$ cat src/rtl/mem_seq_pkg.sv
// Shared types and constants for the load/store memory sequencer.
package mem_seq_pkg;

  // Number of 32-bit words in the data memory and the resulting word-address width.
  localparam int unsigned MEM_WORDS = 512;
  localparam int unsigned WORD_AW   = $clog2(MEM_WORDS);

  // Access size encoding as presented by the load/store stage.
  typedef enum logic [1:0] {
    SZ_B   = 2'b00,
    SZ_H   = 2'b01,
    SZ_W   = 2'b10,
    SZ_ILL = 2'b11
  } size_e;

  // Sequencer states: waiting, first word, second word of a split, response.
  typedef enum logic [1:0] {
    ST_IDLE = 2'b00,
    ST_ACC0 = 2'b01,
    ST_ACC1 = 2'b10,
    ST_RESP = 2'b11
  } state_e;

  // Unshifted byte mask covering the bytes touched by an access of the given size.
  function automatic logic [3:0] size_mask(input size_e size);
    logic [3:0] mask;
    case (size)
      SZ_B:    mask = 4'b0001;
      SZ_H:    mask = 4'b0011;
      SZ_W:    mask = 4'b1111;
      default: mask = 4'b0000;
    endcase
    return mask;
  endfunction

endpackage

$ cat src/rtl/mem_access_seq_if.sv
// Request, response and memory-port bundle of the load/store memory sequencer.
interface mem_access_seq_if;

  logic        i_req_valid;
  logic        o_req_ready;
  logic        i_req_we;
  logic [10:0] i_req_addr;
  logic [1:0]  i_req_size;
  logic        i_req_unsigned;
  logic [31:0] i_req_wdata;

  logic        o_rsp_valid;
  logic        i_rsp_ready;
  logic [31:0] o_rsp_rdata;
  logic        o_rsp_err;

  logic [10:0] o_mem_addr;
  logic [31:0] o_mem_wdata;
  logic [3:0]  o_mem_bmask;
  logic        o_mem_wren;
  logic [31:0] i_mem_rdata;

  // Sequencer side.
  modport slave (
    input  i_req_valid, i_req_we, i_req_addr, i_req_size, i_req_unsigned, i_req_wdata,
    input  i_rsp_ready, i_mem_rdata,
    output o_req_ready, o_rsp_valid, o_rsp_rdata, o_rsp_err,
    output o_mem_addr, o_mem_wdata, o_mem_bmask, o_mem_wren
  );

  // Core and memory side.
  modport master (
    output i_req_valid, i_req_we, i_req_addr, i_req_size, i_req_unsigned, i_req_wdata,
    output i_rsp_ready, i_mem_rdata,
    input  o_req_ready, o_rsp_valid, o_rsp_rdata, o_rsp_err,
    input  o_mem_addr, o_mem_wdata, o_mem_bmask, o_mem_wren
  );

endinterface

$ cat src/rtl/mem_lane_align.sv
// Byte-lane alignment: store mask/data shifting and load merge/extension.
module mem_lane_align
  import mem_seq_pkg::*;
(
  input  size_e       size,
  input  logic [1:0]  off,
  input  logic [31:0] wdata,
  input  logic [31:0] lo,
  input  logic [23:0] hi,
  input  logic        is_unsigned,
  output logic [7:0]  m8,
  output logic [63:0] d64,
  output logic [31:0] rdata
);

  logic [31:0] merged_s;

  // Spread the store mask and data across two words according to the byte offset.
  always_comb begin
    m8  = {4'b0000, size_mask(size)} << off;
    d64 = {32'h0000_0000, wdata} << {off, 3'b000};
  end

  // Right-justify load data; only the low three bytes of the second word can ever be needed.
  always_comb begin
    case (off)
      2'd0:    merged_s = lo;
      2'd1:    merged_s = {hi[7:0],  lo[31:8]};
      2'd2:    merged_s = {hi[15:0], lo[31:16]};
      2'd3:    merged_s = {hi[23:0], lo[31:24]};
      default: merged_s = 32'h0000_0000;
    endcase
  end

  // Sign- or zero-extend the right-justified load value to 32 bits.
  always_comb begin
    case (size)
      SZ_B: begin
        if (is_unsigned) begin
          rdata = {24'h00_0000, merged_s[7:0]};
        end else begin
          rdata = {{24{merged_s[7]}}, merged_s[7:0]};
        end
      end
      SZ_H: begin
        if (is_unsigned) begin
          rdata = {16'h0000, merged_s[15:0]};
        end else begin
          rdata = {{16{merged_s[15]}}, merged_s[15:0]};
        end
      end
      SZ_W:    rdata = merged_s;
      default: rdata = 32'h0000_0000;
    endcase
  end

endmodule

$ cat src/rtl/mem_access_seq.sv
// Load/store sequencer: one request at a time, splits word-crossing accesses into two cycles.
module mem_access_seq
  import mem_seq_pkg::*;
(
  input logic             i_clk,
  input logic             i_reset,
  mem_access_seq_if.slave bus
);

  state_e               state_r;
  state_e               state_next_s;

  logic                 req_we_r;
  logic [10:0]          req_addr_r;
  size_e                req_size_r;
  logic                 req_unsigned_r;
  logic [31:0]          req_wdata_r;
  logic [31:0]          lo_r;
  logic [31:0]          rsp_rdata_r;
  logic                 rsp_err_r;

  logic [7:0]           m8_s;
  logic [63:0]          d64_s;
  logic [31:0]          ld_data_s;
  logic [31:0]          lo_sel_s;
  logic [23:0]          hi_sel_s;
  logic                 split_s;
  logic [WORD_AW-1:0]   word_s;
  logic [WORD_AW-1:0]   word_next_s;

  logic                 req_ready_s;
  logic                 rsp_valid_s;
  logic [10:0]          mem_addr_s;
  logic [31:0]          mem_wdata_s;
  logic [3:0]           mem_bmask_s;
  logic                 mem_wren_s;

  assign split_s     = |m8_s[7:4];
  assign word_s      = req_addr_r[10:2];
  assign word_next_s = word_s + 9'd1;  // word 511 wraps to word 0

  mem_lane_align u_align (
    .size        (req_size_r),
    .off         (req_addr_r[1:0]),
    .wdata       (req_wdata_r),
    .lo          (lo_sel_s),
    .hi          (hi_sel_s),
    .is_unsigned (req_unsigned_r),
    .m8          (m8_s),
    .d64         (d64_s),
    .rdata       (ld_data_s)
  );

  // Low word comes straight from memory in ACC0 and from the capture register in ACC1.
  always_comb begin
    if (state_r == ST_ACC1) begin
      lo_sel_s = lo_r;
      hi_sel_s = bus.i_mem_rdata[23:0];
    end else begin
      lo_sel_s = bus.i_mem_rdata;
      hi_sel_s = 24'h00_0000;
    end
  end

  // State register; reset forces IDLE so nothing in flight survives it.
  always_ff @(posedge i_clk) begin
    if (i_reset) begin
      state_r <= ST_IDLE;
    end else begin
      state_r <= state_next_s;
    end
  end

  // Next-state logic.
  always_comb begin
    state_next_s = state_r;
    case (state_r)
      ST_IDLE: begin
        if (bus.i_req_valid) begin
          if (size_e'(bus.i_req_size) == SZ_ILL) begin
            state_next_s = ST_RESP;
          end else begin
            state_next_s = ST_ACC0;
          end
        end else begin
          state_next_s = ST_IDLE;
        end
      end
      ST_ACC0: begin
        if (split_s) begin
          state_next_s = ST_ACC1;
        end else begin
          state_next_s = ST_RESP;
        end
      end
      ST_ACC1: state_next_s = ST_RESP;
      ST_RESP: begin
        if (bus.i_rsp_ready) begin
          state_next_s = ST_IDLE;
        end else begin
          state_next_s = ST_RESP;
        end
      end
      default: state_next_s = ST_IDLE;
    endcase
  end

  // Output decode; reset gates handshakes and write enable so an aborted split stops at once.
  always_comb begin
    req_ready_s = 1'b0;
    rsp_valid_s = 1'b0;
    mem_addr_s  = 11'd0;
    mem_wdata_s = 32'h0000_0000;
    mem_bmask_s = 4'b0000;
    mem_wren_s  = 1'b0;
    case (state_r)
      ST_IDLE: req_ready_s = ~i_reset;
      ST_ACC0: begin
        mem_addr_s  = {2'b00, word_s};
        mem_wdata_s = d64_s[31:0];
        mem_bmask_s = m8_s[3:0];
        mem_wren_s  = req_we_r & ~i_reset;
      end
      ST_ACC1: begin
        mem_addr_s  = {2'b00, word_next_s};
        mem_wdata_s = d64_s[63:32];
        mem_bmask_s = m8_s[7:4];
        mem_wren_s  = req_we_r & ~i_reset;
      end
      ST_RESP: rsp_valid_s = ~i_reset;
      default: req_ready_s = 1'b0;
    endcase
  end

  // Request capture on acceptance, low-word capture, and response data/error assembly.
  always_ff @(posedge i_clk) begin
    if (i_reset) begin
      req_we_r       <= 1'b0;
      req_addr_r     <= 11'd0;
      req_size_r     <= SZ_B;
      req_unsigned_r <= 1'b0;
      req_wdata_r    <= 32'h0000_0000;
      lo_r           <= 32'h0000_0000;
      rsp_rdata_r    <= 32'h0000_0000;
      rsp_err_r      <= 1'b0;
    end else begin
      case (state_r)
        ST_IDLE: begin
          if (bus.i_req_valid) begin
            req_we_r       <= bus.i_req_we;
            req_addr_r     <= bus.i_req_addr;
            req_size_r     <= size_e'(bus.i_req_size);
            req_unsigned_r <= bus.i_req_unsigned;
            req_wdata_r    <= bus.i_req_wdata;
            rsp_rdata_r    <= 32'h0000_0000;
            rsp_err_r      <= (size_e'(bus.i_req_size) == SZ_ILL);
          end
        end
        ST_ACC0: begin
          lo_r <= bus.i_mem_rdata;
          if (!req_we_r && !split_s) begin
            rsp_rdata_r <= ld_data_s;
          end
        end
        ST_ACC1: begin
          if (!req_we_r) begin
            rsp_rdata_r <= ld_data_s;
          end
        end
        default: begin
        end
      endcase
    end
  end

  assign bus.o_req_ready = req_ready_s;
  assign bus.o_rsp_valid = rsp_valid_s;
  assign bus.o_rsp_rdata = rsp_rdata_r;
  assign bus.o_rsp_err   = rsp_err_r;
  assign bus.o_mem_addr  = mem_addr_s;
  assign bus.o_mem_wdata = mem_wdata_s;
  assign bus.o_mem_bmask = mem_bmask_s;
  assign bus.o_mem_wren  = mem_wren_s;

endmodule

$ cat src/flat_wrapper.sv
// flat-port wrapper written by rule: the top's interface ports become plain ports
module mem_access_seq_flat import mem_seq_pkg::*;
  (i_clk, i_reset, bus_i_req_valid, bus_i_req_we, bus_i_req_addr, bus_i_req_size, bus_i_req_unsigned, bus_i_req_wdata, bus_i_rsp_ready, bus_i_mem_rdata, bus_o_req_ready, bus_o_rsp_valid, bus_o_rsp_rdata, bus_o_rsp_err, bus_o_mem_addr, bus_o_mem_wdata, bus_o_mem_bmask, bus_o_mem_wren);
  mem_access_seq_if bus_i ();
  input logic i_clk;
  input logic i_reset;
  input wire logic [$bits(bus_i.i_req_valid)-1:0] bus_i_req_valid;
  input wire logic [$bits(bus_i.i_req_we)-1:0] bus_i_req_we;
  input wire logic [$bits(bus_i.i_req_addr)-1:0] bus_i_req_addr;
  input wire logic [$bits(bus_i.i_req_size)-1:0] bus_i_req_size;
  input wire logic [$bits(bus_i.i_req_unsigned)-1:0] bus_i_req_unsigned;
  input wire logic [$bits(bus_i.i_req_wdata)-1:0] bus_i_req_wdata;
  input wire logic [$bits(bus_i.i_rsp_ready)-1:0] bus_i_rsp_ready;
  input wire logic [$bits(bus_i.i_mem_rdata)-1:0] bus_i_mem_rdata;
  output wire logic [$bits(bus_i.o_req_ready)-1:0] bus_o_req_ready;
  output wire logic [$bits(bus_i.o_rsp_valid)-1:0] bus_o_rsp_valid;
  output wire logic [$bits(bus_i.o_rsp_rdata)-1:0] bus_o_rsp_rdata;
  output wire logic [$bits(bus_i.o_rsp_err)-1:0] bus_o_rsp_err;
  output wire logic [$bits(bus_i.o_mem_addr)-1:0] bus_o_mem_addr;
  output wire logic [$bits(bus_i.o_mem_wdata)-1:0] bus_o_mem_wdata;
  output wire logic [$bits(bus_i.o_mem_bmask)-1:0] bus_o_mem_bmask;
  output wire logic [$bits(bus_i.o_mem_wren)-1:0] bus_o_mem_wren;
  assign bus_i.i_req_valid = bus_i_req_valid;
  assign bus_i.i_req_we = bus_i_req_we;
  assign bus_i.i_req_addr = bus_i_req_addr;
  assign bus_i.i_req_size = bus_i_req_size;
  assign bus_i.i_req_unsigned = bus_i_req_unsigned;
  assign bus_i.i_req_wdata = bus_i_req_wdata;
  assign bus_i.i_rsp_ready = bus_i_rsp_ready;
  assign bus_i.i_mem_rdata = bus_i_mem_rdata;
  assign bus_o_req_ready = bus_i.o_req_ready;
  assign bus_o_rsp_valid = bus_i.o_rsp_valid;
  assign bus_o_rsp_rdata = bus_i.o_rsp_rdata;
  assign bus_o_rsp_err = bus_i.o_rsp_err;
  assign bus_o_mem_addr = bus_i.o_mem_addr;
  assign bus_o_mem_wdata = bus_i.o_mem_wdata;
  assign bus_o_mem_bmask = bus_i.o_mem_bmask;
  assign bus_o_mem_wren = bus_i.o_mem_wren;
  mem_access_seq u_core (.i_clk(i_clk), .i_reset(i_reset), .bus(bus_i));
endmodule
$ cat config.mk
export PLATFORM = sky130hd
export DESIGN_NAME = mem_access_seq_flat
export DESIGN_NICKNAME = d
export VERILOG_FILES = /design/src/rtl/mem_seq_pkg.sv /design/src/rtl/mem_access_seq_if.sv /design/src/rtl/mem_lane_align.sv /design/src/rtl/mem_access_seq.sv /design/src/flat_wrapper.sv
export SDC_FILE = /design/constraint.sdc
export NUM_CORES = 1
export LEC_CHECK = 0
export CORE_UTILIZATION = 46
export CTS_BUF_LIST = sky130_fd_sc_hd__clkbuf_8 sky130_fd_sc_hd__clkbuf_16
export DETAILED_ROUTE_END_ITERATION = 7
export PLACE_DENSITY = 0.8
export SYNTH_ARGS = -nofsm -noshare
export SYNTH_HDL_FRONTEND = slang
export SYNTH_SLANG_ARGS = --single-unit
$ cat constraint.sdc
create_clock -name i_clk -period 2.4 [get_ports i_clk]
set_clock_uncertainty 0.1 [all_clocks]
set_input_delay 0.48 -clock i_clk [delete_from_list [all_inputs] [get_ports i_clk]]
set_output_delay 0.48 -clock i_clk [all_outputs]
set_load 0.05 [all_outputs]
======== Yosys cells after proc, flatten, opt, wreduce, memory -nomap -nowiden ========
Index checks and enable logic that the tools add are counted.
storage, ports and cells
  bits in registers ....................... 114
  input port bits ......................... 83
  output and inout port bits .............. 83
  word-level logic and storage cells ...... 59
operators by class
  add/sub/neg operators ................... 1
  equality and inequality tests ........... 12
  shift operators ......................... 2
  mux-type cells .......................... 22
  bitwise operators ....................... 2
  reduce and logical (&&, ||, !) cells .... 11
operator list
  cell                   count
  $mux W32               6
  $pmux W32 S3           2
  $pmux W32 S4           1
  $pmux W32 S2           1
  $shl A32 B5 Y64        1
  $mux W24               1
  $pmux W9 S2            1
  $eq A2 B2 Y1 const B   6
  $pmux W4 S3            1
  $add A9 B1 Y9 const B  1
  $pmux W2 S4            1
  $pmux W4 S2            1
  $shl A4 B2 Y8          1
  $eq A2 B1 Y1 const B   3
  $logic_not A2 Y1       3
  $mux W2                3
  $mux W1                4
  $ne A2 B2 Y1 const B   2
  $reduce_and A4 Y1      1
  $reduce_or A4 Y1       1
  $reduce_bool A3 Y1     1
  $logic_not A1 Y1       2
  $ne A2 B1 Y1 const B   1
  $reduce_and A2 Y1      1
  other kinds (4)        4

======== Depth between registers and ports, before layout ========
  word-level depth ........................ 8
  mapped depth ............................ 10
  depth with buffers taken out ............ 7

======== By module ========
From an unflattened synthesis, not the netlist that was laid out.
unflattened totals
  cell total of the unflattened synthesis .. 965
  area total of the unflattened synthesis .. 8,016.4 um^2
by module, submodules not included
  module          times used  cells each  area an instance (um^2)  sequential area each (um^2)
  mem_access_seq  1           680         5,813.1                  2,282.2
  mem_lane_align  1           285         2,203.4                  0.0

======== Worst setup path before layout ========
OpenSTA, ideal clock, no wires.
  path type ............................... register to output
  start ................................... reg u_core.state_r[0]
  end ..................................... out bus_o_mem_addr[6]
  arrival time ............................ 2.653 ns
  required time ........................... 1.820 ns
  slack ................................... -0.833 ns
  cell stages (with the launch flop) ...... 7
  path buffers ............................ 2
  path through ............................ dfxtp_1 inv_1 ha_1 clkbuf_1 buf_1 nand2_1 o31ai_1
on the way
  cells in the longest elaborated chain, start to end .. 2
  elaborated cells on any way between the ends .. 3
  classes of those cells .................. 2 x eq/ne; 1 x mux
RTL lines
  what                                                 RTL line               source
  start, declared                                      mem_access_seq.sv:10   state_e state_r;
  start signal, assigned                               mem_access_seq.sv:70   state_r <= state_next_s;
  $eq A2 B2 Y1 / $eq A2 B1 Y1 (equally long branches)  mem_access_seq.sv:116  case (state_r)
  $pmux W9 S2 *                                        mem_access_seq.sv:116
  end, declared                                        flat_wrapper.sv:19     output wire logic [$bits(bus_i.o_mem_addr)-1:0] bus_o_mem_addr;
Every way passes the cells marked *; elsewhere a longest branch is shown, timed or not.

======== Worst setup path after layout ========
  start ................................... reg u_core.req_addr_r[1]
  end ..................................... reg u_core.rsp_rdata_r[31] (netlist: u_core.bus.o_rsp_rdata[31])
on the way
  cells in the longest elaborated chain, start to end .. 6
  elaborated cells on any way between the ends .. 17
  classes of those cells .................. 4 x eq/ne; 1 x shift; 7 x mux; 5 x reduce/logical
RTL lines
  what                                                        RTL line                                     source
  start, declared                                             mem_access_seq.sv:14                         logic [10:0] req_addr_r;
  start signal, assigned                                      mem_access_seq.sv:151                        req_addr_r <= bus.i_req_addr;
  $eq A2 B2 Y1, or another cell as far along                  mem_lane_align.sv:26                         case (off)
  $pmux W32 S4 / $reduce_or A4 Y1 (equally long branches)     mem_lane_align.sv:26, mem_access_seq.sv:38
  $mux W32, or another cell as far along                      mem_lane_align.sv:46                         if (is_unsigned) begin
  $pmux W32 S3 / $logic_and A1 B1 Y1 (equally long branches)  mem_lane_align.sv:37, mem_access_seq.sv:161
  $mux W32, or another cell as far along                      mem_access_seq.sv:166                        if (!req_we_r) begin
  $pmux W32 S3 / $reduce_and A4 Y1 (equally long branches)    --
  end signal, assigned                                        mem_access_seq.sv:162                        rsp_rdata_r <= ld_data_s;
  end signal, assigned                                        mem_access_seq.sv:167                        rsp_rdata_r <= ld_data_s;
  end, declared                                               mem_access_seq.sv:19                         logic [31:0] rsp_rdata_r;
Several ways; a longest one is shown, not always the timed one. The select of a mux whose other input is x is not followed.
A chain may end at the register's enable or synchronous reset.

==> impl_results.md <==
* Status: finished with violations
* Violated checks: DRC, setup timing
* Asr flop ratio synth at 0%
* Site Rows at 44
* Post-synthesis instance total at around 860
* Max Cap Viol at 0
* Total CTS buffers at 17
* DRC at 8
* Top delay family on crit path: compound AO/OA/AOI/OAI gates
* Area of the multi-input gates at between 5000 and 6000 sq um
* Number of global-route vias before repair at 8450
* H-tree levels at 4
* Top cells by area, synth: dfxtp_1 (33%), mux2i_1 (9.1%), nand2_1 (8.0%)
* Most instantiated cells after synthesis: nand2_1 (150), dfxtp_1 (114), a21oi_1 (69), mux2i_1 (64), nor2_1 (59)
* Buf/Inv on CP at 3
* Crit path max fanout at 11
* CP Class: flip-flop to flip-flop
* Critical Path, Cell by Cell: buf_12, buf_4, buf_4, nand2_1, o21ai_0, o221ai_1, nand3_2, a22o_1
* CP Launch Type: flip-flop
* Initial Util at 47.69%
* DRT Pass-1 Iters at 7
* Synth unique cells at 53
* DRT iter0 DRCs at between 1000 and 1500
* Final instance area at roughly 12000 sq um
* IO Port Bufs at 163
* Clock slew at reported path FFs at approximately 0.060 ns
* Post-synthesis sequential area ratio at about 33%
* Clk sink count at around 110
* Io pins at approximately 170
* Critical Path RT at ~2.6 ns
* Count of pins over their slew limit at 0
* Share of post-route cells with drive strength above 1 at between 30 and 40%
* DRT Wirelength at around 36000 microns
* Cts hold-fix bufs at 0
* Total track usage at about two fifths
* Slowest CP cell: o221ai_1
* GPL Wtd Cong at between 0.9 and 1
* Setup WS post-layout at -0.3271 ns
* TritonCTS clock tree: built
* Placed inst area at 9847 sq um
* Root Buffer Master: clkbuf_16
* Synth warnings at 0
* Worst-Margin Slew at 0.8216 ns
* Ys flop type: dfxtp_1
* Busiest metal layer after global routing: met2
* Cell Pwr Density at ~1000 nW/um^2
* Most common cell in the netlist: nand2_1
* Final hold slack at 0.3531 ns
* Leakage at about 4.6 nW
* Synth top area share at between 30% and 40%
* DR vias/cell at slightly below 7
* HPWL after DPL at 16200 microns
* HP Class: primary input to flip-flop
* Initial antenna violation count at 0
* First-pass GRT wire length at around 48000 microns
* Peak supply drop at roughly 0.00085 V
* Clk_lat worst skew at around 0.45 ns
* Area delta synth->final at 73.57%
* Grt met2 use at 61.57%
* Nets at 1183
* Wire per inst at 27.84 microns
* EDFF count, synth at 0
* Die W at roughly 130 microns
* Storage element area at 2308 sq um
* Clock buffer depth at 2
* WP data arrival at 2.95 ns
* GR Overflow Total at 0
* Fin crit period at between 2 and 3 ns
* Rel. slew slack at between 40% and 50%
* Fmax at approximately 0.37 GHz
* M1 GR Usage at a little under half
* Largest net degree at the start of global routing at 50
* Yosys top cell by area: dfxtp_1
* Mapped cell area at about 7000 sq um
* Max incr delay on CP at ~0.7 ns
* RSZ-0062 raised after global routing: yes
* Core region area at 14700 sq um
* N_diodes at 0
* Met3 usage at under 10%
* Filler Cells Inserted at 690
* Die Area at between 15000 and 20000 sq um
* Setup violations, final at 73
* Seq cells post-synth at between 100 and 150
* Hold Fails Final Rpt at 0
* Crit-path most repeated cell: buf_4
* Period utilization at 113.6%
* Die H at ~130 microns
* Routed Antenna Nets at 0
* Fin util at 82.78%
* Syn Area/Cell at between 8 and 9 sq um
* Routed vias at 8938
* CP endpoint kind: flip-flop
-- layer usage --
metal | vias to the layer above | wire, microns
li1 | 3553 | -
met3 | 300 | 4555
met1 | 4146 | 12310
met5 | - | 0
met4 | 0 | 3190
met2 | 939 | 15720
-- final timing paths --
kind / from / to / slack, ns / cells past startpoint
max: u_core.req_addr_r[1]$_SDFFE_PP0P_ / u_core.bus.o_rsp_rdata[31]$_SDFFE_PP0P_ / -0.33 / 8
max reg2reg: u_core.req_addr_r[1]$_SDFFE_PP0P_ / u_core.bus.o_rsp_rdata[31]$_SDFFE_PP0P_ / -0.33 / 8
min: i_reset / u_core.bus.o_rsp_err$_SDFFE_PP0P_ / 0.35 / 2
min reg2reg: u_core.bus.o_rsp_err$_SDFFE_PP0P_ / u_core.bus.o_rsp_err$_SDFFE_PP0P_ / 0.37 / 2
-- sequential cells by signal, indices dropped and copies added, names as in the netlist --
name and count:
u_core.req_wdata_r 32, u_core.lo_r 32, u_core.req_unsigned_r 1, u_core.req_addr_r 11, u_core.state_r 2, u_core.bus.o_rsp_err 1, u_core.req_we_r 1, u_core.bus.o_rsp_rdata 32
u_core.req_size_r 2
-- final cells by class --
class                      instances  share of cell area [%]
multi-input combinational        659                   43.88
timing repair buffer             288                   29.49
inverter                           8                  0.4730
clock buffer                      19                   3.722
sequential                       114                   18.97
tap                              184                   1.892
clock inverter                    13                   1.573
-- cells by family after synthesis --
group                    share of synthesized area [%]
AO/OA/AOI/OAI                                    20.99
XOR/XNOR                                        0.1250
adder cells (fa/ha/maj)                          2.142
AND/OR/NAND/NOR                                  19.74
buffers and inverters                            5.783
other                                          0.05349
multiplexers                                     18.62
flip-flops                                       32.55
-- worst register-to-register path, stage by stage (launching register included) --
cell and delay, ns:
dfxtp_4 0.39, buf_12 0.17, buf_4 0.17, buf_4 0.18, nand2_1 0.31, o21ai_0 0.23
o221ai_1 0.68, nand3_2 0.14, a22o_1 0.24
-- power by group --
group / switching (mW) / internal, mW
sequential: 0.360 / 2.23
clock: 0.998 / 1.88
combinational: 3.53 / 2.90
-- cells in the final DEF, fill, tap and decap left out, drive strengths merged, types with 6 or more instances in the layout --
cell type,netlist,layout
inv,8,10
mux2i,64,64
nand3b,10,13
nand2b,6,6
o221ai,8,8
buf,37,167
clkbuf,42,23
o21ai,35,35
a22oi,18,18
a32oi,8,8
clkdlybuf4s50,0,114
nand3,31,31
mux4,8,8
a222oi,7,7
ha,12,12
a211oi,11,11
dfxtp,114,114
and2,14,14
nand2,150,150
nor2b,23,24
nor2,60,60
o31ai,10,10
a21oi,69,69
a22o,33,33
mux2,42,42
o22ai,8,8
-- repair_timing --
item | in CTS | in global routing
gates cloned | 9 | 6
endpoints found under the hold margin | 0 | 0
buffers inserted | 38 | 16
endpoints found under the setup margin | 59 | 69
pin swaps | 43 | 38
gates resized for setup | 134 | 89
-- stage by stage --
step	setup slack (ns)	setup TNS (ns)	total power, mW	cells
global route	-0.3197	-13.85	12.17	1285
finish	-0.3271	-11.58	11.90	1285
global placement	-0.1575	-2.153	6.775	1185
floorplan	-0.1938	-0.3480	5.435	856
detailed placement	-0.1746	-2.954	6.861	1185
CTS	-0.1225	-1.674	10.68	1263
(Power assumes the default switching activity.)
